<file path="src/rtl/membus_pkg.sv">
// membus_arbiter shared definitions: owner states, I/O port address, counter sizing.
// Imported by membus_arbiter and membus_starve_ctr.
package membus_pkg;

  typedef logic [1:0] owner_t;

  localparam owner_t ST_CPU     = 2'd0;
  localparam owner_t ST_DMA     = 2'd1;
  localparam owner_t ST_RESTORE = 2'd2;

  localparam logic [15:0] IO_ADDR_DEF = 16'hBFFC;

  localparam int CTR_W_MIN = 1;

  function automatic int ctr_w(input int max_v);
    return (max_v < 1) ? CTR_W_MIN : $clog2(max_v + 1);
  endfunction

endpackage

</file>
<file path="src/rtl/membus_starve_ctr.sv">
// Saturating wait counter for a pending DMA request.
// Ports: clk, reset (sync, high), inc, clr (wins over inc), at_max (count == MAX).
module membus_starve_ctr
  import membus_pkg::*;
#(
  parameter int MAX = 8
) (
  input  logic clk,
  input  logic reset,
  input  logic inc,
  input  logic clr,
  output logic at_max
);

  localparam int W = ctr_w(MAX);
  localparam logic [W-1:0] TOP = W'(MAX);

  logic [W-1:0] cnt_q, cnt_d;

  assign at_max = (cnt_q == TOP);

  always_comb begin
    cnt_d = cnt_q;
    if (clr)
      cnt_d = '0;
    else if (inc && !at_max)
      cnt_d = cnt_q + 1'b1;
  end

  always_ff @(posedge clk) begin
    if (reset)
      cnt_q <= '0;
    else
      cnt_q <= cnt_d;
  end

endmodule

</file>
<file path="src/rtl/membus_arbiter.sv">
// Shares main memory between the cpu4510 core and one DMA requester.
// Ports: cpu_* (next-cycle bus, sync, ready, di), dma_* (req/gnt beat handshake,
// read return), mem_* (memory bus), io_cs (I/O port address decode).
// MEMBUS_BURST_EN defined: up to BURST_LEN beats per grant; otherwise one beat.
module membus_arbiter
  import membus_pkg::*;
#(
  parameter int          MAX_WAIT  = 8,
`ifdef MEMBUS_BURST_EN
  parameter int          BURST_LEN = 4,
`endif
  parameter logic [15:0] IO_ADDR   = IO_ADDR_DEF
) (
  input  logic        clk,
  input  logic        reset,
  input  logic [15:0] cpu_addr_next,
  input  logic        cpu_we_next,
  input  logic [7:0]  cpu_do_next,
  input  logic        cpu_sync,
  output logic        cpu_ready,
  output logic [7:0]  cpu_di,
  input  logic        dma_req,
  input  logic        dma_we,
  input  logic [15:0] dma_addr,
  input  logic [7:0]  dma_wdata,
  output logic        dma_gnt,
  output logic        dma_rvalid,
  output logic [7:0]  dma_rdata,
  output logic [15:0] mem_addr,
  output logic        mem_we,
  output logic [7:0]  mem_di,
  input  logic [7:0]  mem_do,
  output logic        io_cs
);

  owner_t state_q, state_d;
  logic   cpu_ready_q, cpu_ready_d;
  logic   dma_gnt_q, dma_gnt_d;
  logic   dma_rvalid_q, dma_rvalid_d;
  logic   grant, accept, at_max, we_raw;

`ifdef MEMBUS_BURST_EN
  localparam int BEAT_W = ctr_w(BURST_LEN);
  localparam logic [BEAT_W-1:0] BEAT_TOP = BEAT_W'(BURST_LEN);
  logic [BEAT_W-1:0] beat_q, beat_d, beat_inc;
  assign beat_inc = beat_q + 1'b1;
`endif

  assign accept = dma_gnt_q & dma_req;

  membus_starve_ctr #(
    .MAX (MAX_WAIT)
  ) u_starve (
    .clk    (clk),
    .reset  (reset),
    .inc    ((state_q == ST_CPU) & dma_req & ~grant),
    .clr    (~dma_req | grant | (state_q != ST_CPU)),
    .at_max (at_max)
  );

  always_comb begin
    state_d      = state_q;
    cpu_ready_d  = cpu_ready_q;
    dma_gnt_d    = dma_gnt_q;
    dma_rvalid_d = 1'b0;
    grant        = 1'b0;
`ifdef MEMBUS_BURST_EN
    beat_d       = beat_q;
`endif
    unique case (state_q)
      ST_CPU: begin
        if (dma_req && (cpu_sync || at_max)) begin
          grant       = 1'b1;
          state_d     = ST_DMA;
          dma_gnt_d   = 1'b1;
          cpu_ready_d = 1'b0;
`ifdef MEMBUS_BURST_EN
          beat_d      = '0;
`endif
        end
      end
      ST_DMA: begin
        dma_rvalid_d = accept & ~dma_we;
`ifdef MEMBUS_BURST_EN
        if (accept)
          beat_d = beat_inc;
        if (!dma_req || (accept && beat_inc == BEAT_TOP)) begin
`else
        if (accept || !dma_req) begin
`endif
          state_d   = ST_RESTORE;
          dma_gnt_d = 1'b0;
        end
      end
      ST_RESTORE: begin
        state_d     = ST_CPU;
        cpu_ready_d = 1'b1;
      end
      default: begin
        state_d     = ST_CPU;
        cpu_ready_d = 1'b1;
        dma_gnt_d   = 1'b0;
      end
    endcase
  end

  always_ff @(posedge clk) begin
    if (reset) begin
      state_q      <= ST_CPU;
      cpu_ready_q  <= 1'b1;
      dma_gnt_q    <= 1'b0;
      dma_rvalid_q <= 1'b0;
`ifdef MEMBUS_BURST_EN
      beat_q       <= '0;
`endif
    end else begin
      state_q      <= state_d;
      cpu_ready_q  <= cpu_ready_d;
      dma_gnt_q    <= dma_gnt_d;
      dma_rvalid_q <= dma_rvalid_d;
`ifdef MEMBUS_BURST_EN
      beat_q       <= beat_d;
`endif
    end
  end

  // RESTORE keeps the CPU address on the bus so memory re-primes
  // before the CPU resumes, but never writes.
  always_comb begin
    if (state_q == ST_DMA) begin
      mem_addr = dma_addr;
      mem_di   = dma_wdata;
      we_raw   = dma_we & dma_req & dma_gnt_q;
    end else begin
      mem_addr = cpu_addr_next;
      mem_di   = cpu_do_next;
      we_raw   = (state_q == ST_CPU) & cpu_we_next & cpu_ready_q;
    end
  end

  assign io_cs      = (mem_addr == IO_ADDR);
  assign mem_we     = we_raw & ~io_cs & ~reset;
  assign cpu_ready  = cpu_ready_q;
  assign cpu_di     = mem_do;
  assign dma_gnt    = dma_gnt_q;
  assign dma_rvalid = dma_rvalid_q;
  assign dma_rdata  = mem_do;

endmodule

</file>
<file path="config.mk">
export PLATFORM = sky130hd
export DESIGN_NAME = membus_arbiter
export DESIGN_NICKNAME = d
export VERILOG_FILES = /design/src/rtl/membus_pkg.sv /design/src/rtl/membus_starve_ctr.sv /design/src/rtl/membus_arbiter.sv
export SDC_FILE = /design/constraint.sdc
export NUM_CORES = 1
export LEC_CHECK = 0
export ABC_CLOCK_PERIOD_IN_PS = 1530
export CORE_MARGIN = 2
export CORE_UTILIZATION = 24
export DETAILED_ROUTE_END_ITERATION = 10
export GPL_TIMING_DRIVEN = 1
export PLACE_DENSITY_LB_ADDON = 0.05
export SYNTH_ARGS = -nofsm -noshare
export SYNTH_HDL_FRONTEND = slang
export SYNTH_SLANG_ARGS = --single-unit
</file>
<file path="constraint.sdc">
create_clock -name clk -period 1.53 [get_ports clk]
set_input_delay 0.306 -clock clk [delete_from_list [all_inputs] [get_ports clk]]
set_output_delay 0.306 -clock clk [all_outputs]
set_load 0.02 [all_outputs]
</file>
* Word-level counts from Yosys, hierarchy flattened
Index checks and enable logic that the tools add are counted.
Storage, ports and cells: register bits 9, input bits 62, output and inout bits 45, word-level logic and storage cells 57
Operators by class: add/sub/neg operators 1, equality and inequality tests 6, mux-type cells 13, bitwise logic cells 19, reduce and logical (&&, ||, !) cells 13
Operators with widths (number):
- 16-bit equality test (second input constant) | 1
- 16-bit two-way mux | 1
- 1-bit AND | 10
- 8-bit two-way mux | 1
- 1-bit inverter | 7
- 1-bit two-way mux | 6
- 4-bit by 1-bit adder with 4-bit output (second input constant) | 1
- 4-bit equality test (second input constant) | 1
- 2-bit two-way mux | 2
- 2-bit case mux with 2 select lines | 1
- 2-bit AND reduction | 2
- 2-bit OR reduction | 2
- 1-bit case mux with 3 select lines | 1
- 3-bit AND reduction | 1
- 2-bit by 1-bit equality test with 1-bit output (second input constant) | 1
- 2-bit equality test (second input constant) | 1
- 1-bit logical AND | 2
- 1-bit zero test | 2
- 2-bit zero test | 1
- 1-bit logical OR | 2
- 2-bit by 1-bit != test with 1-bit output (second input constant) | 1
- 2-bit != test (second input constant) | 1
- 1-bit OR | 2
- 1-bit case mux with 2 select lines | 1
- 2-bit nonzero test | 1

* Depth between registers and ports, before layout
depth in word-level cells 8, mapped depth 5, gate-level depth less buffers 5

* Cells and area by module
A second synthesis with hierarchy kept.
Unflattened totals: cell total of the unflattened synthesis 106, area, all modules 1068.5 µm²
By module, submodules not included:
- membus_arbiter | times used 1, cells an instance 81, area each 844.6 µm², sequential area each 100.1 µm²
- membus_starve_ctr | times used 1, cells an instance 25, area each 224.0 µm², sequential area each 80.1 µm²

* Worst setup path after synthesis
No wires, ideal clock.
path kind register to output, from reg state_q[0], to out mem_we, arrival time 1.544 ns, slack -0.320 ns, cell stages (with the launch flop) 5, buffers on the path 1, cells stage by stage dfxtp_1 > nand2b_1 > buf_2 > or3_1 > o32ai_1
On the way: longest elaborated chain between the ends 6, elaborated cells between the ends (all ways) 10, those cells by class eq/ne (2); mux (2); bitwise (5); reduce/logical (1)
Ends and longest elaborated chain:
- from (decl) | line membus_arbiter.sv:36 | owner_t state_q, state_d;
- from (signal assigned) | line membus_arbiter.sv:117 | state_q <= state_d;
- 2-bit by 1-bit equality test with 1-bit output / 2-bit zero test (equally long branches) | line membus_arbiter.sv:130, membus_arbiter.sv:137
- 16-bit two-way mux / 1-bit AND (equally long branches) | line membus_arbiter.sv:130, membus_arbiter.sv:137
- 16-bit equality test / 1-bit AND (equally long branches) | line membus_arbiter.sv:141, membus_arbiter.sv:137
- 1-bit inverter / 1-bit two-way mux (equally long branches) | line membus_arbiter.sv:142, membus_arbiter.sv:130
- 1-bit AND (*) (2 in series) | line membus_arbiter.sv:142 | assign mem_we = we_raw & ~io_cs & ~reset;
- to (decl) | line membus_arbiter.sv:30 | output logic mem_we,
Every way passes the cells marked *; elsewhere a longest branch is shown, timed or not.

* Worst setup path in the final report
from in cpu_addr_next[14], to out mem_we
On the way: longest elaborated chain between the ends 5
Ends and longest elaborated chain:
- from (decl) | line membus_arbiter.sv:16 | input logic [15:0] cpu_addr_next,
- 16-bit two-way mux | line membus_arbiter.sv:130 | if (state_q == ST_DMA) begin
- 16-bit equality test | line membus_arbiter.sv:141 | assign io_cs = (mem_addr == IO_ADDR);
- 1-bit inverter | line membus_arbiter.sv:142
- 1-bit AND (2 in series) | line membus_arbiter.sv:142
No other way between the ends.

==> results.md <==
- Multi-input gate area: 727 µm²
- Post-cts hold buffer count: 0
- Worst-margin pin slew: 282 ps
- Initial Utilization: 0.249
- Routability cong.: between 0.7 and 0.8
- Most Frequent Cell on Critical Path: buf_6
- Post-Syn Area per Cell: 8.94 µm²
- Post-Synthesis Cells: 101
- Setup slack, reg-to-reg: 50 ps
- Clock tree buffer depth: 2
- Util after Layout: 0.585
- Worst Path Class, Setup: in -> out
- Synth Warn #: 0
- GRT Overall Usage: 0.164
- Filler Cells Inserted: 328
- Initial antenna violation count: 0
- PnR worst setup slack: -278 ps
- Via/cell ratio: around 4.6
- Post-synth top area share: 0.287
- IO Pins: 107
- R2R depth: 4
- RSZ-0062 raised after global routing: yes
- Antenna diode count: 0
- Seq. cell area: 183 µm²
- Max incr delay on CP: 540 ps
- Beginning of the worst register-to-register path: state_q[0]
- Finished Layout Cells: about 240
- WHS Path Cells: 3
- Largest net degree at the start of global routing: 8
- Violated checks: setup timing
- FFs w/ async S/R, synth: 0
- Wire per inst: 15.7 µm
- Final critical-path share of the clock period: 1.18
- Rel. slew slack: 0.810
- Worst path cell trace: buf_6, or4b_4, nor4_4, buf_4, o32ai_4, buf_6
- Total power: 1080 µW
- Die area: ~4300 µm²
- Die height: 65.4 µm
- Layout cell share with drive strength beyond 1: 0.497
- FF+latch count, synth: 9
- Hold Path Class: in -> reg
- Post-route DRC: 0
- Hold Path Origin: reset
- Setup violations, final: 26
- Dpl cells: 223
- VDD IR max: about 0.00023 V
- Top Family by Delay on Critical Path: simple AND/OR/NAND/NOR gates
- Placeable Area: ~3600 µm²
- Post-layout net count: 254
- EDFF count, synth: 0
- TritonRoute pass-1 iters: 4
- Mapped Area: 903 µm²
- Vias in the first global route: around 1,200
- Setup TNS: -5110 ps
- Worst r2r dst: u_starve.cnt_q[1]
- Clock latency at the later pin of the worst-skew pair: approximately 230 ps
- Number of different library cells in the post-synthesis netlist: 29
- Worst slack at placement: -1050 ps
- FP Rows: 22
- Fin. Hold Viols: 0
- FMAX: 0.553 GHz
- Root Buffer: clkbuf_8
- Crit path buffers/inverters: 3
- Sequential area share after synthesis: 0.199
- Congestion Overflow GR: 0
- CTS clock-pin slew for the worst setup and hold paths: around 50 ps
- Final Max Slew Viols: 0
- ANT nets after route: 0
- CTS tree: built
- Synthesized net count: 165
- Max_cap viols: 0
- Syn-to-layout area delta: 135%
- PD cells: 507 nW/µm²
- Worst path required time: 1220 ps
- Worst EP arrival: ~1500 ps
- Status: complete, but fails checks
- DP HPWL: between 2000 and 3000 µm
- Total number of vias: 1,083
- Crit end category: primary output
- Initial drt markers: 12
- Global-route wire length before repair: 5370 µm
- Leakage: 0.00108 µW
- Worst Path Max Fanout: 2
- Dominant synthesized flop cell: dfxtp_1
- Critical Path Source Type: primary input
- Die Span X: 65.4 µm
- Minimum clock period: ~1800 ps
- CTS buffer count: 3
- Worst hold path endpoint: state_q[1]
- H-tree levels: 1
- Final Skew: 3.01 ps
- Max stage delay cell, worst path: or4b_4
- Synth top area cells: mux2_1 29%, dfxtp_1 20%, buf_4 13%
- Port buffer count: 82
- Leading area contributor after synthesis: mux2_1
- Total clock sinks: 9
- Drt total wl: 3710 µm
-- cells in the mapped netlist (2+ instances only) --
cell	count
ha_1	2
buf_4	16
inv_1	5
mux2_2	2
nor4_1	3
nor3_1	2
mux2_1	23
nand2_1	2
a21oi_1	2
nand4_1	6
dfxtp_1	9
buf_2	3
nand2b_1	3
nor2_1	7
or4b_1	2
-- worst max-delay path by stage --
stage                      startpoint  endpoint  slack (ps)  cells after the start
detailed placement        dma_addr[1]    mem_we       -1050                      6
global placement          dma_addr[1]    mem_we       -1010                      6
floorplan                  state_q[0]    mem_we         -90                      4
CTS                 cpu_addr_next[14]    mem_we        -340                      6
global route               state_q[1]    mem_we        -320                      4
finish              cpu_addr_next[14]    mem_we        -280                      6
-- tightest hold or removal path, stage by stage --
cell and delay [ps]:
clkdlybuf4s15_1 210, buf_6 120, nor3_1 40
-- area by class of cell --
| class | count | share of cell area |
|---|---|---|
| clock buffer | 4 | 0.0212 |
| inverter | 5 | 0.00883 |
| multi-input combinational | 68 | 0.342 |
| sequential | 9 | 0.0859 |
| tap | 48 | 0.0283 |
| timing repair buffer | 103 | 0.514 |
-- stage by stage --
| stage | area [µm²] | hold WS, ps |
|---|---|---|
| after global routing | 2130 | 507 |
| after global placement | 1790 | 476 |
| after floorplan | 963 | 378 |
| after detailed placement | 1790 | 488 |
| after CTS | 1930 | 495 |
| final | 2130 | 485 |
-- layout by cell type (no fill, tap or decap), types with 3 or more instances in the layout --
cell type        Yosys  final
clkbuf_8             0      3
mux2_4               0     23
buf_2                3      5
inv_1                5      5
or4b_4               1      3
buf_4               16     10
buf_16               0      3
buf_6                0     34
clkdlybuf4s50_1      0     20
dlygate4sd2_1        0     19
nand4_1              6      6
dfxtp_1              9      7
dlymetal6s2s_1       0      8
nor2_1               7      6
-- power by group --
group	switching, µW	internal [µW]
Sequential	5.47	243
Clock	94.5	182
Combinational	211	342
-- cells by family after synthesis --
logic type	Yosys count	share of synthesized area
simple gates	33	0.229
compound gates	6	0.0429
fa+ha+maj	2	0.0277
flops	9	0.199
xor+xnor	2	0.0194
buf+inv	24	0.170
mux	25	0.312
-- timing repair --
action	in CTS	in global routing
cloned	3	0
pin swaps	14	5
setup endpoints to repair	31	29
setup buffers	7	2
gates resized for setup	200	64
-- flip-flops by register name, indices dropped and copies added (netlist names) --
signal,cells
u_starve.cnt_q,4
state_q,2
cpu_ready,1
dma_gnt,1
dma_rvalid,1
-- routing by layer --
layer | global-route usage | part of all wire
met5 | 0 | 0
met4 | 0.0469 | 0.014
met3 | 0.0223 | 0.067
met2 | 0.347 | 0.56
met1 | 0.159 | 0.36
Power figures use the tool's default switching activity.
